<file path="src/rtl/parking_pkg.sv">
// Shared types and default sizing for the parking-lot blocks
// (sensor decoder, occupancy controller, display).
package parking_pkg;

  typedef enum logic [1:0] {IDLE, OPEN, CLOSE} gate_state_t;

  localparam int DEFAULT_CAPACITY = 16;
  localparam int DEFAULT_TIMEOUT  = 50;

endpackage

</file>
<file path="src/rtl/gate_timer.sv">
// Loadable down-counter that stops at zero. The done output is high
// whenever the count has run out.
module gate_timer #(
  parameter int W = 8
) (
  input  logic         clk,
  input  logic         reset,
  input  logic         load,
  input  logic [W-1:0] load_value,
  output logic         done
);

  logic [W-1:0] cnt_q;

  always_ff @(posedge clk or negedge reset) begin
    if (!reset) begin
      cnt_q <= '0;
    end else if (load) begin
      cnt_q <= load_value;
    end else if (cnt_q != '0) begin
      cnt_q <= cnt_q - W'(1);
    end
  end

  assign done = (cnt_q == '0);

endmodule

</file>
<file path="src/rtl/parking_lot_controller.sv">
// Occupancy counter with sticky over/underflow flags, plus the entry-gate
// sequencer that grants a ticket request only while a space is free.
module parking_lot_controller
  import parking_pkg::*;
#(
  parameter  int CAPACITY = DEFAULT_CAPACITY,
  parameter  int TIMEOUT  = DEFAULT_TIMEOUT,
  localparam int CW       = $clog2(CAPACITY + 1)
) (
  input  logic          clk,
  input  logic          reset,
  input  logic          enter,
  input  logic          exit,
  input  logic          entry_req,
  input  logic          clear_err,
  output logic          gate_open,
  output logic [CW-1:0] count,
  output logic          full,
  output logic          empty,
  output logic          overflow_err,
  output logic          underflow_err
);

  localparam int            TW    = $clog2(TIMEOUT + 1);
  localparam logic [CW-1:0] CAP   = CW'(CAPACITY);
  localparam logic [TW-1:0] TLOAD = TW'(TIMEOUT - 1);

  logic [CW-1:0] count_q;
  logic          overflow_q;
  logic          underflow_q;
  logic          incOnly;
  logic          decOnly;
  logic          ovfEvent;
  logic          unfEvent;

  gate_state_t   state_q;
  gate_state_t   state_d;
  logic          gateOpen_q;
  logic          timerLoad;
  logic          timerDone;

  assign incOnly  = enter & ~exit;
  assign decOnly  = exit & ~enter;
  assign ovfEvent = incOnly & (count_q == CAP);
  assign unfEvent = decOnly & (count_q == '0);

  // A new error event in the same cycle as clear_err keeps the flag set.
  always_ff @(posedge clk or negedge reset) begin
    if (!reset) begin
      count_q     <= '0;
      overflow_q  <= 1'b0;
      underflow_q <= 1'b0;
    end else begin
      if (incOnly && !ovfEvent) begin
        count_q <= count_q + CW'(1);
      end else if (decOnly && !unfEvent) begin
        count_q <= count_q - CW'(1);
      end
      overflow_q  <= (overflow_q & ~clear_err) | ovfEvent;
      underflow_q <= (underflow_q & ~clear_err) | unfEvent;
    end
  end

  assign count         = count_q;
  assign full          = (count_q == CAP);
  assign empty         = (count_q == '0);
  assign overflow_err  = overflow_q;
  assign underflow_err = underflow_q;

  gate_timer #(
    .W(TW)
  ) u_gate_timer (
    .clk       (clk),
    .reset     (reset),
    .load      (timerLoad),
    .load_value(TLOAD),
    .done      (timerDone)
  );

  // The timer is loaded on the grant edge so it reads TIMEOUT-1 in the first OPEN cycle.
  always_comb begin
    state_d   = state_q;
    timerLoad = 1'b0;
    case (state_q)
      IDLE: begin
        if (entry_req && !full) begin
          state_d   = OPEN;
          timerLoad = 1'b1;
        end
      end
      OPEN: begin
        if (enter || timerDone) begin
          state_d = CLOSE;
        end
      end
      CLOSE:   state_d = IDLE;
      default: state_d = IDLE;
    endcase
  end

  always_ff @(posedge clk or negedge reset) begin
    if (!reset) begin
      state_q    <= IDLE;
      gateOpen_q <= 1'b0;
    end else begin
      state_q    <= state_d;
      gateOpen_q <= (state_d == OPEN);
    end
  end

  assign gate_open = gateOpen_q;

endmodule
</file>
<file path="config.mk">
export PLATFORM = sky130hd
export DESIGN_NAME = parking_lot_controller
export DESIGN_NICKNAME = d
export VERILOG_FILES = /design/src/rtl/parking_pkg.sv /design/src/rtl/gate_timer.sv /design/src/rtl/parking_lot_controller.sv
export SDC_FILE = /design/constraint.sdc
export NUM_CORES = 1
export LEC_CHECK = 0
export BUFFER_PORTS_ARGS = -buffer_cell sky130_fd_sc_hd__buf_2
export CAP_MARGIN = 20
export CELL_PAD_IN_SITES_DETAIL_PLACEMENT = 0
export CELL_PAD_IN_SITES_GLOBAL_PLACEMENT = 1
export CORE_ASPECT_RATIO = 1.75
export CORE_MARGIN = 2
export CORE_UTILIZATION = 38
export CTS_CLUSTER_SIZE = 20
export DETAILED_ROUTE_END_ITERATION = 10
export PLACE_DENSITY_LB_ADDON = 0.1
export SLEW_MARGIN = 20
export SYNTH_ARGS = -nofsm -noshare
export SYNTH_HDL_FRONTEND = slang
export SYNTH_SLANG_ARGS = --single-unit
export TNS_END_PERCENT = 20
</file>
<file path="constraint.sdc">
create_clock -name clk -period 2.18 [get_ports clk]
set_input_delay 0.109 -clock clk [delete_from_list [all_inputs] [get_ports clk]]
set_output_delay 0.109 -clock clk [all_outputs]
set_load 0.05 [all_outputs]
</file>
# --- Word level (Yosys, flattened, before mapping) ---
# Cells that the tools add are included.
word_totals:
  ff_bits: 16
  input_bits: 6
  output_inout_bits: 10
  wordCells: 45
classes:
  add_sub_neg: 3
  n_eq_ne: 3
  muxes: 9
  bitwise: 11
  reduce_logical: 13
op_table:
  columns: ["operator", "n"]
  rows:
  - ["$mux 6", 2]
  - ["$mux 5", 2]
  - ["$and 1x1->1", 6]
  - ["$logic_not 6->1", 1]
  - ["$reduce_bool 6->1", 1]
  - ["$sub 6x1->6 const B", 1]
  - ["$add 5x1->5 const B", 1]
  - ["$eq 5x5->1 const B", 1]
  - ["$logic_not 5->1", 1]
  - ["$sub 5x1->5 const B", 1]
  - ["$eq 2x1->1 const B", 2]
  - ["$mux 2", 2]
  - ["$pmux 2 s2", 1]
  - ["$reduce_bool 2->1", 2]
  - ["$logic_and 1x1->1", 3]
  - ["$logic_not 1->1", 3]
  - ["$not 1->1", 3]
  - ["$logic_not 2->1", 1]
  - ["$mux 1", 2]
  - ["$or 1x1->1", 2]
  - ["$logic_or 1x1->1", 1]

# --- Logic depth before layout (Yosys ltp) ---
depth:
  depth_word: 7
  ltp_mapped: 8
  mapped_depth_nobuf: 8

# --- Cells and area by module ---
# A second synthesis with hierarchy kept.
unflattened:
  cells_unflattened: 106
  hier_area_um2: 1073.5
modules_own_cells:
  columns: ["mod", "n_inst", "cells_each", "area_each_um2", "seq_area_each_um2"]
  rows:
  - ["parking_lot_controller", 1, 66, 673.1, 250.2]
  - ["gate_timer", 1, 40, 400.4, 150.1]

# --- Worst setup path after synthesis ---
# Ideal clock, no wire load.
synth_path:
  path_type: "register to register"
  startpoint: "register count_q[0] (netlist: count[0])"
  endpoint: "register count_q[3] (netlist: count[3])"
  setup_time_ns: 0.068
  arrival_time_ns: 2.315
  t_required_ns: 2.112
  path_slack_ns: -0.203
  stages_incl_launch_ff: 9
  path_buffers: 0
  synth_period_minus_slack_ns: 2.383
  path_cell_list: "dfrtp_1 -> nor4_2 -> nand2_2 -> nand2_1 -> ha_1 -> a21oi_1 -> a21boi_0 -> o31ai_1 -> o221a_1"
synth_between:
  elab_chain_cells: 5
  word_cells_on_any_way: 13
  cone_classes: "add/sub (2); eq/ne (1); mux (2); bitwise (2); reduce/logical (6)"
synth_lines:
  columns: ["element", "line", "text"]
  rows:
  - ["start: declaration", "parking_lot_controller.sv:28", "logic [CW-1:0] count_q;"]
  - ["start signal: assignment", "parking_lot_controller.sv:55", "count_q <= count_q + CW'(1);"]
  - ["start signal: assignment", "parking_lot_controller.sv:57", "count_q <= count_q - CW'(1);"]
  - ["branches (longest 5 deep; another with $sub 5x1->5)", null, null]
# Parallel ways; which one is timed is not known. The select of a mux whose other input is x is not followed.
# A chain may end at the register's enable or synchronous reset.

# --- Worst setup path in the final report ---
# Ends and elaborated chain as after synthesis.

==> out/summary.txt <==
Outcome = complete, no violations
EDFF count, synth = 0
Max-cap viol count = 0
Final core occ = 49.2%
Crit share post-route = 95.7%
Count of final setup violators = 0
Rows = 24
Worst vdd ir = 0.000708 V
RSZ-0062 raised after global routing = false
Hold Crit Depth = 2
Static Leak = 0.558 nW
Min-Delay Endpoint = overflow_err$_DFF_PN0_
Core Area = 2460 sq um
Slew Viols, Final = 0
Die Wd = 42.4 um
Drt drc = 0
Final hold vios = 0
Die Ht = 71.3 um
PortBufs = 15
Reg2Reg Setup Slack = 0.09 ns
Req. time, crit path = 2.31 ns
Vias per inst = 5.39
Largest net degree at the start of global routing = 17
Antenna cell count = 0
Cells after synthesis = 93
Worst-margin pin slew = 0.467 ns
Post-route antenna net violation count = 0
CTS Buffer Depth = 2
Post-DP HPWL = 1780 um
Mapped Area = 982 sq um
CTS tree = done
Clock Tree Root = clkbuf_8
Number of global-route vias before repair = 854
Starting Density = 39.9%
Via count = 765
Global-route wire length before repair = 4030 um
TNS Setup = 0 ns
Sink Count = 16
CP Capture Type = flip-flop
Worst r2r dst = count[3]$_DFFE_PN0P_
Async SR Flop Fraction = 100%
H-tree levels = 1
Area grow syn2layout = 23.3%
Register-to-Register Path Depth = 8
Worst Path Arrival = 2.22 ns
Proportion of layout cells with a drive suffix above 1 = 35.3%
GP Congestion = 0.764
GRT overflow = 0
Hold path start = clear_err
Avg Cell Area, Syn = 10.6 sq um
Clk_skew = 0.00350 ns
Relative slew slack = 68.6%
Worst R2R Start = count[0]$_DFFE_PN0P_
Ys Warns = 0
Crit path launch = count[0]$_DFFE_PN0P_
Most common cell after layout, fill and taps aside = buf_2
Syn_nets = 105
Commonest non-fill, non-tap cells in the layout = buf_2, dfrtp_1, nand2_1
Worst Setup Path Type = reg2reg
CTS clock-pin slew for the worst setup and hold paths = 0.06 ns
Pwr dens = 1520 nW/um^2
Initial antenna violation count = 0
Worst skew pair latency = 0.25 ns
Routed WL = 2210 um
Cts bufs inserted = 3
Hold Path Class = in2reg
Register area share after synthesis = 40.8%
1st-pass router iterations = 4
Crit start category = flip-flop
GRT Util Overall = 17.8%
Drt wl/cell = 15.5 um
Crit-path max FO = 7
Primary FF master, synth = dfrtp_1
Top Ports = 16
Synthesis-stage register bit count = 16
Yosys cell types = 39
Min Tclk post-route = 2.09 ns
Fin nets = 129
Die area = 3020 sq um
Maximum operating frequency = 479 MHz
Initial DRC count = 6
## critical path: stages, from the launching register on
cell	delay, ns
dfrtp_4	0.53
nor4_4	0.32
nand2_2	0.10
nand2_2	0.13
ha_4	0.23
a21oi_2	0.15
and3b_2	0.23
nor3_2	0.04
o221a_1	0.24
## flip-flops by register name, indices dropped and copies added, names as in the netlist
signal / flops
gate_open: 1
underflow_err: 1
state_q: 2
overflow_err: 1
count: 5
u_gate_timer.cnt_q: 6
## cell families (layout without fill, tap and decap cells)
group | Yosys count | count (layout) | synth area share, %
adders and majority gates | 6 | 6 | 8.41
AOI/OAI and AO/OA | 19 | 19 | 15.2
muxes | 6 | 6 | 7.52
DFF | 16 | 16 | 40.8
xor gates and xnor gates | 3 | 3 | 2.68
and+or+nand+nor | 35 | 35 | 21.7
buffers and inverters | 8 | 31 | 3.82
## metrics by stage
step / std cells / cell area, sq um / worst slack [ns] / hold WS [ns] / total power [mW]
detailed placement: 135 / 1130 / 0.100 / 0.0531 / 1.61
CTS: 140 / 1190 / 0.0843 / 0.0522 / 1.84
finish: 142 / 1210 / 0.0929 / 0.0581 / 1.84
global placement: 135 / 1130 / 0.183 / 0.0437 / 1.59
floorplan: 93 / 1020 / 0.0197 / -0.187 / 1.38
global route: 142 / 1210 / 0.00485 / 0.0788 / 2.00
## layout make-up
cell class              count  area [sq um]
clock buffers               4          45.0
fillers                   252          1250
inverters                   6          22.5
multi-input cells          69           578
flip-flops and latches     16           410
well taps                  26          32.5
repair buffers             21           123
## Yosys cell counts, types with 2 or more instances
library cell	n	area, sq um
a21oi_1	4	20.0
a31o_1	2	17.5
dfrtp_1	16	400
ha_1	5	62.6
inv_1	6	22.5
mux2i_1	4	40.0
nand2_1	9	33.8
nand2b_1	3	18.8
nand3_1	4	20.0
nor2_1	6	22.5
nor2b_1	2	12.5
nor3_1	2	10.0
o32ai_1	3	26.3
xnor2_1	2	17.5
## where the power goes
part / internal (mW) / switching (mW) / total (mW)
Combinational: 0.426 / 0.603 / 1.03
Clock: 0.129 / 0.0994 / 0.229
Sequential: 0.434 / 0.152 / 0.586
## routing by layer
| layer | part of all wire [%] | global-route usage, % | vias up |
|---|---|---|---|
| met5 | 0 | 0 | - |
| met4 | 3.8 | 10.4 | 0 |
| met3 | 2.4 | 2.52 | 6 |
| met2 | 57 | 32.6 | 13 |
| met1 | 37 | 18.6 | 363 |
| li1 | - | - | 383 |
## repair_timing
action | 4_1_cts | 5_1_grt
setup endpoints to repair | 0 | 2
setup buffers | 0 | 2
hold endpoints to repair | 16 | 0
resized for setup | 0 | 2
hold buffers | 1 | 0
## worst max path at each step
stage	slack (ns)	endpoint	depth (start not counted)
after CTS	0.08	count[3]$_DFFE_PN0P_	8
final	0.09	count[3]$_DFFE_PN0P_	8
after detailed placement	0.10	count[3]$_DFFE_PN0P_	8
after floorplan	0.02	count[1]$_DFFE_PN0P_	7
after global routing	0.005	count[3]$_DFFE_PN0P_	8
after global placement	0.18	count[4]$_DFFE_PN0P_	7
(Power assumes the default switching activity.)
